===== src/rtl/counter_pkg.sv =====
// Shared encodings for the programmable-rate counter.
//   RATE_X1..RATE_X8 : rate_sel values selecting 1x/2x/4x/8x of the base step rate
//   DIR_UP/DIR_DOWN  : values of the 'up' input
package counter_pkg;

    localparam int unsigned RATE_SEL_W = 2;

    localparam logic [RATE_SEL_W-1:0] RATE_X1 = 2'd0;
    localparam logic [RATE_SEL_W-1:0] RATE_X2 = 2'd1;
    localparam logic [RATE_SEL_W-1:0] RATE_X4 = 2'd2;
    localparam logic [RATE_SEL_W-1:0] RATE_X8 = 2'd3;

    localparam logic DIR_UP   = 1'b1;
    localparam logic DIR_DOWN = 1'b0;

endpackage


===== src/rtl/rate_prescaler.sv =====
// Prescaler producing one tick every (F_CLK_HZ/BASE_HZ) >> rate_sel cycles.
//   clk, rst_n : clock, asynchronous active-low reset
//   en         : 1 = count, 0 = hold divider
//   clr        : synchronous divider clear (wins over en)
//   rate_sel   : period = TICKS_BASE >> rate_sel
//   tick       : combinational terminal-count strobe (en && terminal)
module rate_prescaler
    import counter_pkg::*;
#(
    parameter int unsigned F_CLK_HZ = 50_000_000,
    parameter int unsigned BASE_HZ  = 4,
    parameter int unsigned DIV_W    = 32
) (
    input  logic                  clk,
    input  logic                  rst_n,
    input  logic                  en,
    input  logic                  clr,
    input  logic [RATE_SEL_W-1:0] rate_sel,
    output logic                  tick
);

    localparam int unsigned      TICKS_BASE   = F_CLK_HZ / BASE_HZ;
    localparam logic [DIV_W-1:0] TICKS_BASE_W = DIV_W'(TICKS_BASE);

    // Fastest rate must still give at least one cycle per step, and the divider must hold the period
    if ((TICKS_BASE >> 3) < 1) begin : g_bad_ticks
        $error("rate_prescaler: F_CLK_HZ/BASE_HZ too small for 8x rate");
    end
    if ((64'(TICKS_BASE) >> DIV_W) != 64'd0) begin : g_bad_div_w
        $error("rate_prescaler: DIV_W too narrow for F_CLK_HZ/BASE_HZ");
    end

    logic [DIV_W-1:0] div_q, div_d;
    logic [DIV_W-1:0] ticks_m1;
    logic             term;

    // '>=' lets a mid-period rate increase terminate on the next edge instead of overrunning
    assign ticks_m1 = (TICKS_BASE_W >> rate_sel) - DIV_W'(1);
    assign term     = (div_q >= ticks_m1);
    assign tick     = en && term;

    always_comb begin
        div_d = div_q;
        if (clr) begin
            div_d = '0;
        end else if (en) begin
            div_d = term ? '0 : div_q + DIV_W'(1);
        end
    end

    always_ff @(posedge clk or negedge rst_n) begin
        if (!rst_n) begin
            div_q <= '0;
        end else begin
            div_q <= div_d;
        end
    end

endmodule


===== src/rtl/counter_rate_prog.sv =====
// Up/down counter over 0..MAX_VAL stepped by a programmable-rate prescaler.
//   clk, rst_n : clock, asynchronous active-low reset
//   en         : run prescaler/counter; 0 holds state and zeroes pulses
//   up         : direction (DIR_UP / DIR_DOWN)
//   sat_mode   : 1 saturate at limits, 0 wrap
//   clear/load : synchronous clear / load of clamped load_val (clear wins, not gated by en)
//   rate_sel   : step rate = BASE_HZ << rate_sel
//   q          : registered count
//   step_p     : registered 1-cycle pulse per prescaler tick
//   wrap_p     : registered 1-cycle pulse when q wraps
//   at_limit   : combinational, q at the limit in the current direction
module counter_rate_prog
    import counter_pkg::*;
#(
    parameter int unsigned F_CLK_HZ = 50_000_000,
    parameter int unsigned BASE_HZ  = 4,
    parameter int unsigned WIDTH    = 8,
    parameter int unsigned MAX_VAL  = 255,
    parameter int unsigned DIV_W    = 32
) (
    input  logic                  clk,
    input  logic                  rst_n,
    input  logic                  en,
    input  logic                  up,
    input  logic                  sat_mode,
    input  logic                  clear,
    input  logic                  load,
    input  logic [WIDTH-1:0]      load_val,
    input  logic [RATE_SEL_W-1:0] rate_sel,
    output logic [WIDTH-1:0]      q,
    output logic                  step_p,
    output logic                  wrap_p,
    output logic                  at_limit
);

    if ((64'(MAX_VAL) >> WIDTH) != 64'd0) begin : g_bad_max
        $error("counter_rate_prog: MAX_VAL does not fit in WIDTH bits");
    end

    localparam logic [WIDTH-1:0] MAX_W = WIDTH'(MAX_VAL);

    logic [WIDTH-1:0] q_q, q_d;
    logic             step_q, step_d;
    logic             wrap_q, wrap_d;
    logic             tick;
    logic             presc_clr;

    // Both clear and load restart the step period
    assign presc_clr = clear || load;

    rate_prescaler #(
        .F_CLK_HZ (F_CLK_HZ),
        .BASE_HZ  (BASE_HZ),
        .DIV_W    (DIV_W)
    ) u_prescaler (
        .clk      (clk),
        .rst_n    (rst_n),
        .en       (en),
        .clr      (presc_clr),
        .rate_sel (rate_sel),
        .tick     (tick)
    );

    // Next count and pulses: clear > load > tick > hold
    always_comb begin
        q_d    = q_q;
        step_d = 1'b0;
        wrap_d = 1'b0;
        if (clear) begin
            q_d = '0;
        end else if (load) begin
            q_d = (load_val > MAX_W) ? MAX_W : load_val;
        end else if (tick) begin
            step_d = 1'b1;
            if (up == DIR_UP) begin
                if (q_q != MAX_W) begin
                    q_d = q_q + WIDTH'(1);
                end else if (!sat_mode) begin
                    q_d    = '0;
                    wrap_d = 1'b1;
                end
            end else begin
                if (q_q != '0) begin
                    q_d = q_q - WIDTH'(1);
                end else if (!sat_mode) begin
                    q_d    = MAX_W;
                    wrap_d = 1'b1;
                end
            end
        end
    end

    always_ff @(posedge clk or negedge rst_n) begin
        if (!rst_n) begin
            q_q    <= '0;
            step_q <= 1'b0;
            wrap_q <= 1'b0;
        end else begin
            q_q    <= q_d;
            step_q <= step_d;
            wrap_q <= wrap_d;
        end
    end

    assign q        = q_q;
    assign step_p   = step_q;
    assign wrap_p   = wrap_q;
    assign at_limit = ((up == DIR_UP) && (q_q == MAX_W)) || ((up == DIR_DOWN) && (q_q == '0));

endmodule

===== config.mk =====
export PLATFORM = sky130hd
export DESIGN_NAME = counter_rate_prog
export DESIGN_NICKNAME = d
export VERILOG_FILES = /design/src/rtl/counter_pkg.sv /design/src/rtl/rate_prescaler.sv /design/src/rtl/counter_rate_prog.sv
export SDC_FILE = /design/constraint.sdc
export NUM_CORES = 1
export LEC_CHECK = 0
export ABC_AREA = 1
export CAP_MARGIN = 0
export CELL_PAD_IN_SITES_DETAIL_PLACEMENT = 0
export CELL_PAD_IN_SITES_GLOBAL_PLACEMENT = 1
export CORE_AREA = 2 2 110 112
export CTS_CLUSTER_SIZE = 12
export DETAILED_ROUTE_END_ITERATION = 16
export DIE_AREA = 0 0 112 114
export DONT_BUFFER_PORTS = 1
export PLACE_DENSITY_LB_ADDON = 0.1
export SYNTH_ARGS = -nofsm -noshare
export SYNTH_HDL_FRONTEND = slang
export SYNTH_SLANG_ARGS = --single-unit

===== constraint.sdc =====
create_clock -name clk -period 1.86 [get_ports clk]
set_input_delay 0.372 -clock clk [delete_from_list [all_inputs] [get_ports clk]]
set_output_delay 0.372 -clock clk [all_outputs]
set_load 0.05 [all_outputs]

==> impl_metrics.tcl, run 1 <==
set metrics [dict create \
    outcome "complete, but fails checks" \
    violations "negative setup slack" \
    place_inst 708 \
    synth-adder-area-share 0.0839 \
    cp_num_cells 11 \
    cts_root_buf "clkbuf_16" \
    synth_top_family_by_area "simple AND/OR/NAND/NOR gates" \
    die_w_um 112 \
    rows 40 \
    setup.worst_path.start "u_prescaler.div_q[17]$_DFFE_PN0P_" \
    synth-simple-area-share 0.372 \
    critPathKind "reg -> reg" \
    synth.area.mux_share 0 \
    fin_cells 726 \
    synth_compound_gate_area_share 0.0890 \
    peakVddDrop_v 0.000318 \
    diodes 0 \
    drv_cap 0 \
    fmax_mhz 510 \
    rrSetupSlack_ns -0.1 \
    p_leak_nw 2.32 \
    whs_ns 0.133 \
    power.internal_mw 1.89 \
    drc 0 \
    rr_worst_depth 11 \
    synth_seq_cells 42 \
    stdcell_area_mm2 0.00451 \
    drt.antenna.violating_nets 0 \
    drive_gt1_frac 0.240 \
    ys_seq_area_frac 0.306 \
    critPathMaxFanout 6 \
    final_common_cell "nand2_1" \
    r2r_start "u_prescaler.div_q[17]$_DFFE_PN0P_" \
    post-route-period-util 1.05 \
    place_ws_ns -0.256 \
    utilization 0.385 \
    cp.arrival_ns 2.17 \
    crit_end "u_prescaler.div_q[8]$_DFFE_PN0P_" \
    finClkSkew_ns 0.00391 \
    combPwrFrac 0.193 \
    rsz0062_at_grt "yes" \
    path_buf_inv 1 \
    port_buffers 0 \
    antenna_found_initial 0 \
    hold_path_class "in -> reg" \
    ys_types 35 \
    area_growth_pct 31.4 \
    io_pins 28 \
    crit_chain "ha_1 -> a21oi_1 -> nor2_1 -> nor2_1 -> o21ai_1 -> nor2_2 -> nand2_8 -> nor2_8 -> clkbuf_16 -> nand2_2 -> o21ai_1" \
    p_per_area_mw_per_mm2 587 \
    seqPwrFrac 0.367 \
    dp_hpwl_mm 8.14 \
    p_clk_frac 0.440 \
    setup.worst_path.start_class "flop" \
    cp_slowest_stage_delay_ns 0.41 \
    yosys_warnings 0 \
    cts.clk_slew.worst_paths_ns 0.07 \
    final_cell_mix "nand2_1, inv_1, buf_4" \
    syn_area_mm2 0.00343 \
    setup_viol 26 \
    cp-end-kind "flop" \
    grt_util_all_layers 0.166 \
    overflow 0 \
    grt_first_pass_wirelength_mm 16.7 \
    drt-total-wl_mm 10.3 \
    setup_slack_ns -0.0989 \
    tightest_slew_ns 0.866 \
    grt_pass1_vias 3203 \
    finalMaxSlewViolations 0 \
    cts_buffer_depth 2 \
    period_needed_ns 1.96 \
    cts_buffers 5 \
    crit_slowest_cell "dfrtp_1" \
    initial_utilization 0.293 \
    core_mm2 0.0117 \
    numClockSinks 42 \
    drtPass1Iterations 4 \
    dpl_cell_area_mm2 0.00406 \
    clk_latency_ns 0.29 \
    avgSynthCellArea_um2 6.66 \
    gp_congestion 0.810 \
    cpLargestDelayFamily "simple AND/OR/NAND/NOR gates" \
    cts_tree "built" \
    cts.htree.levels 2 \
    crit_required_ns 2.07 \
    drt-initial-drc-count 203 \
    fp.dieArea_mm2 0.0128 \
    hold_viol_final 0 \
    slew_headroom 0.422 \
    yosys.area_share.xor_xnor 0.0357 \
    r2r-end "u_prescaler.div_q[8]$_DFFE_PN0P_" \
    synth_cells 515 \
    die_height_um 114 \
    vias_per_cell 4.60 \
    wl_per_cell_um 14.1 \
    via_count 3340 \
    swShare 0.285 \
    final_nets 618 \
    grt_max_degree 43 \
    p_switching_uw 755 \
]
==> layer usage <==
layer	track usage	part of all wire	wire (um)	vias to the layer above
li1	-	-	-	1751
met1	0.229	0.50	5100	1528
met2	0.276	0.47	4780	51
met3	0.0266	0.028	289	10
met4	0.0341	0.0098	101	0
met5	0	0	0	-
==> flip-flops by register name (all words and copies together) (netlist names) <==
name,flops
wrap_p,1
step_p,1
q,8
u_prescaler.div_q,32
==> kinds of logic (layout without fill, tap and decap cells) <==
family,Yosys count,in the layout
AOI/OAI and AO/OA,57,57
xor gates and xnor gates,14,14
adders and majority gates,23,23
buffers and inverters,94,156
DFF,42,42
other,2,4
and+or+nand+nor,283,283
==> final cells by class <==
cell class	count	area (um^2)
Clock buffer	5	125
Tap cell	147	184
Sequential cell	42	1060
Timing Repair Buffer	66	573
Fill cell	1273	7200
Clock inverter	3	68.8
Inverter	82	308
Multi-Input combinational cell	381	2190
==> Yosys cell counts (all sizes together) <==
cell | number | share of area
nand2 | 156 | 0.18
inv | 82 | 0.090
nor2 | 56 | 0.072
nand3 | 45 | 0.074
dfrtp | 42 | 0.31
o21ai | 33 | 0.049
ha | 23 | 0.084
a21oi | 17 | 0.025
nor3 | 14 | 0.024
xor2 | 13 | 0.033
nand4 | 9 | 0.016
buf | 6 | 0.015
clkbuf | 6 | 0.0066
conb | 2 | 0.0022
o211ai | 2 | 0.0044
or2 | 2 | 0.0036
a21o | 1 | 0.0022
a31o | 1 | 0.0026
a31oi | 1 | 0.0018
and2 | 1 | 0.0018
o21bai | 1 | 0.0022
o22ai | 1 | 0.0018
xnor2 | 1 | 0.0026
==> what timing repair did <==
item | CTS | global route
endpoints found under the setup margin | 33 | 34
gates resized for setup | 21 | 27
pin swaps | 12 | 11
cloned | 0 | 1
hold buffers | 2 | 0
buffers inserted | 3 | 4
hold endpoints to repair | 42 | 0
==> worst min path at each step <==
stage / start / to / cells after the start
final: sat_mode / wrap_p$_DFF_PN0_ / 1
after global routing: sat_mode / wrap_p$_DFF_PN0_ / 1
after CTS: sat_mode / wrap_p$_DFF_PN0_ / 1
after detailed placement: rst_n / u_prescaler.div_q[30]$_DFFE_PN0P_ / 0
after global placement: rst_n / u_prescaler.div_q[31]$_DFFE_PN0P_ / 0
after floorplan: rst_n / q[0]$_DFFE_PN0P_ / 0
==> power by group through the flow <==
| stage | clock [mW] | sequential [mW] | combinational, mW |
|---|---|---|---|
| 2_1_floorplan | 0 | 1.04 | 0.269 |
| 3_3_place_gp | 0 | 0.989 | 0.450 |
| 3_5_place_dp | 0 | 0.989 | 0.450 |
| 4_1_cts | 1.20 | 0.970 | 0.498 |
| 5_1_grt | 1.24 | 0.975 | 0.570 |
| 6_report | 1.17 | 0.972 | 0.511 |
==> through the flow <==
stage / power [mW] / TNS [ns]
floorplan: 1.31 / 0
global placement: 1.44 / -6.84
detailed placement: 1.44 / -6.81
CTS: 2.67 / -0.750
global route: 2.79 / -5.18
finish: 2.65 / -1.51
(Power assumes the default switching activity.)
==> run 2: changes to the inputs <==
Settings changed: CORE_AREA 2 2 110 112 to 2 2 84 147, CTS_CLUSTER_SIZE 12 to unset, DIE_AREA 0 0 112 114 to 0 0 86 149.
==> run 2 against run 1 <==
Net effect:
- the flow still finishes with violations (negative setup slack)
- routed wire length increased by 5.3%
- die area rose by 0.36%
- core utilization is essentially flat
- largest cell class unchanged
- critical path depth fell by 5
- sequential cell count stayed put
- via count is 1.4% higher
- sequential share of layout area hardly changed
- non-clock buffer count is 1 higher
- worst hold slack better by 0.013 ns
- cell area grew 0.14%
- largest power group is now registers
- sequential power down 0.4%
==> impl_metrics.tcl, run 2 (synthesis gave the netlist of run 1 again) <==
set metrics [dict create \
    dp_hpwl_mm 8.79 \
    die_height_um 149 \
    final_cell_mix "nand2_1, inv_1, buf_4" \
    grt_pass1_vias 3387 \
    diodes 0 \
    drtPass1Iterations 4 \
    period_needed_ns 1.94 \
    fillers 1274 \
    rrSetupSlack_ns -0.01 \
    peakVddDrop_v 0.000294 \
    cts_buffer_depth 2 \
    hold_viol_final 0 \
    p_per_area_mw_per_mm2 536 \
    wl_per_cell_um 15.1 \
    rows 53 \
    hold_path_class "in -> reg" \
    area_growth_pct 31.6 \
    post-route-period-util 1.04 \
    rsz0062_at_grt "yes" \
    p_leak_nw 2.26 \
    vias_per_cell 4.72 \
    clk_latency_ns 0.29 \
    overflow 0 \
    die_w_um 86 \
    cp.arrival_ns 1.57 \
    cts_buffers 5 \
    cts.htree.levels 2 \
    drive_gt1_frac 0.259 \
    io_pins 28 \
    via_count 3387 \
    antenna_found_initial 0 \
    drt-total-wl_mm 10.8 \
    setup.worst_path.start_class "flop" \
    critPathMaxFanout 3 \
    utilization 0.385 \
    drt-initial-drc-count 111 \
    fmax_mhz 515 \
    fp.dieArea_mm2 0.0128 \
    crit_required_ns 1.49 \
    cts_root_buf "clkbuf_16" \
    critPathKind "reg -> out" \
    initial_utilization 0.292 \
    largest_register_ffs 32 \
    violations "negative setup slack" \
    finClkSkew_ns 0.00513 \
    drt.antenna.violating_nets 0 \
    outcome "complete, but fails checks" \
    slew_headroom 0.371 \
    drv_cap 0 \
    numClockSinks 42 \
    cts_tree "built" \
    gp_congestion 0.824 \
    port_buffers 0 \
    drc 0 \
    tightest_slew_ns 0.942 \
    grt_first_pass_wirelength_mm 17.2 \
    final_common_cell "nand2_1" \
    core_mm2 0.0117 \
    place_inst 699 \
    grt_max_degree 43 \
    cts.clk_slew.worst_paths_ns 0.06 \
    fin_cells 717 \
    finalMaxSlewViolations 0 \
    regMostFlops "u_prescaler.div_q" \
    final_nets 619 \
    setup_viol 5 \
    cp-end-kind "output pin" \
    setup_slack_ns -0.0822 \
    grt_util_all_layers 0.178 \
]
## run 2: what timing repair did
item / CTS / global route
endpoints found under the hold margin: 42 / 0
setup endpoints to repair: 34 / 36
pin swaps: 16 / 16
setup buffers: 6 / 3
hold buffers: 2 / 0
gates resized for setup: 28 / 30
## run 2: final cells by class
class	instances	area [um^2]	area share
Inverter	82	308	0.0682
Tap cell	137	171	0.0380
Timing Repair Buffer	67	567	0.126
Clock buffer	6	139	0.0308
Clock inverter	2	12.5	0.00277
Multi-Input combinational cell	381	2260	0.500
Sequential cell	42	1060	0.235
## run 2: path summary, 6_finish.rpt
check,start,end,cells past startpoint
max,q[1]$_DFFE_PN0P_,at_limit,6
min reg2reg,u_prescaler.div_q[28]$_DFFE_PN0P_,u_prescaler.div_q[28]$_DFFE_PN0P_,2
min in group asynchronous,rst_n,u_prescaler.div_q[5]$_DFFE_PN0P_,2
max reg2reg,u_prescaler.div_q[17]$_DFFE_PN0P_,u_prescaler.div_q[3]$_DFFE_PN0P_,11
max in group asynchronous,rst_n,q[1]$_DFFE_PN0P_,2
min,sat_mode,wrap_p$_DFF_PN0_,1
## run 2: report_power, final
| part | leakage [nW] | switching [mW] | internal (mW) | total, mW |
|---|---|---|---|---|
| registers | 0.567 | 0.0320 | 0.936 | 0.968 |
| logic | 1.62 | 0.341 | 0.194 | 0.536 |
| clock network | 0.0729 | 0.384 | 0.532 | 0.916 |
## run 2: through the flow
stage                     worst slack (ns)  total power, mW  cell area (um^2)  hold slack [ns]  TNS, ns
after global routing                -0.126             2.55              4520            0.135    -3.06
after CTS                          -0.0740             2.44              4340            0.135   -0.675
final                              -0.0822             2.42              4520            0.146   -0.105
after detailed placement            -0.292             1.45              4040           0.0778    -8.89
after floorplan                    0.00748             1.31              3490           0.0764        0
after global placement              -0.311             1.45              4040           0.0783    -9.58
## run 2: routing by layer
layer	vias to the layer above	part of all wire	routed length, um	global-route usage
met5	-	0	0	0
met4	0	0.033	361	0.0786
met3	18	0.030	320	0.0188
met2	62	0.59	6410	0.364
met1	1555	0.34	3720	0.171
li1	1752	-	-	-
## run 2: critical path: stages (launching register included)
cell and delay, ns:
dfrtp_2 0.40, ha_4 0.17, nand3_4 0.09, nor2_4 0.10, nand4_1 0.21, nand2_4 0.17, buf_12 0.14
==> run 3: changes to the inputs <==
Settings changed: CAP_MARGIN 0 to unset.
==> results of run 3 <==
Final layout, timing and power as in run 2 (identical DEF).
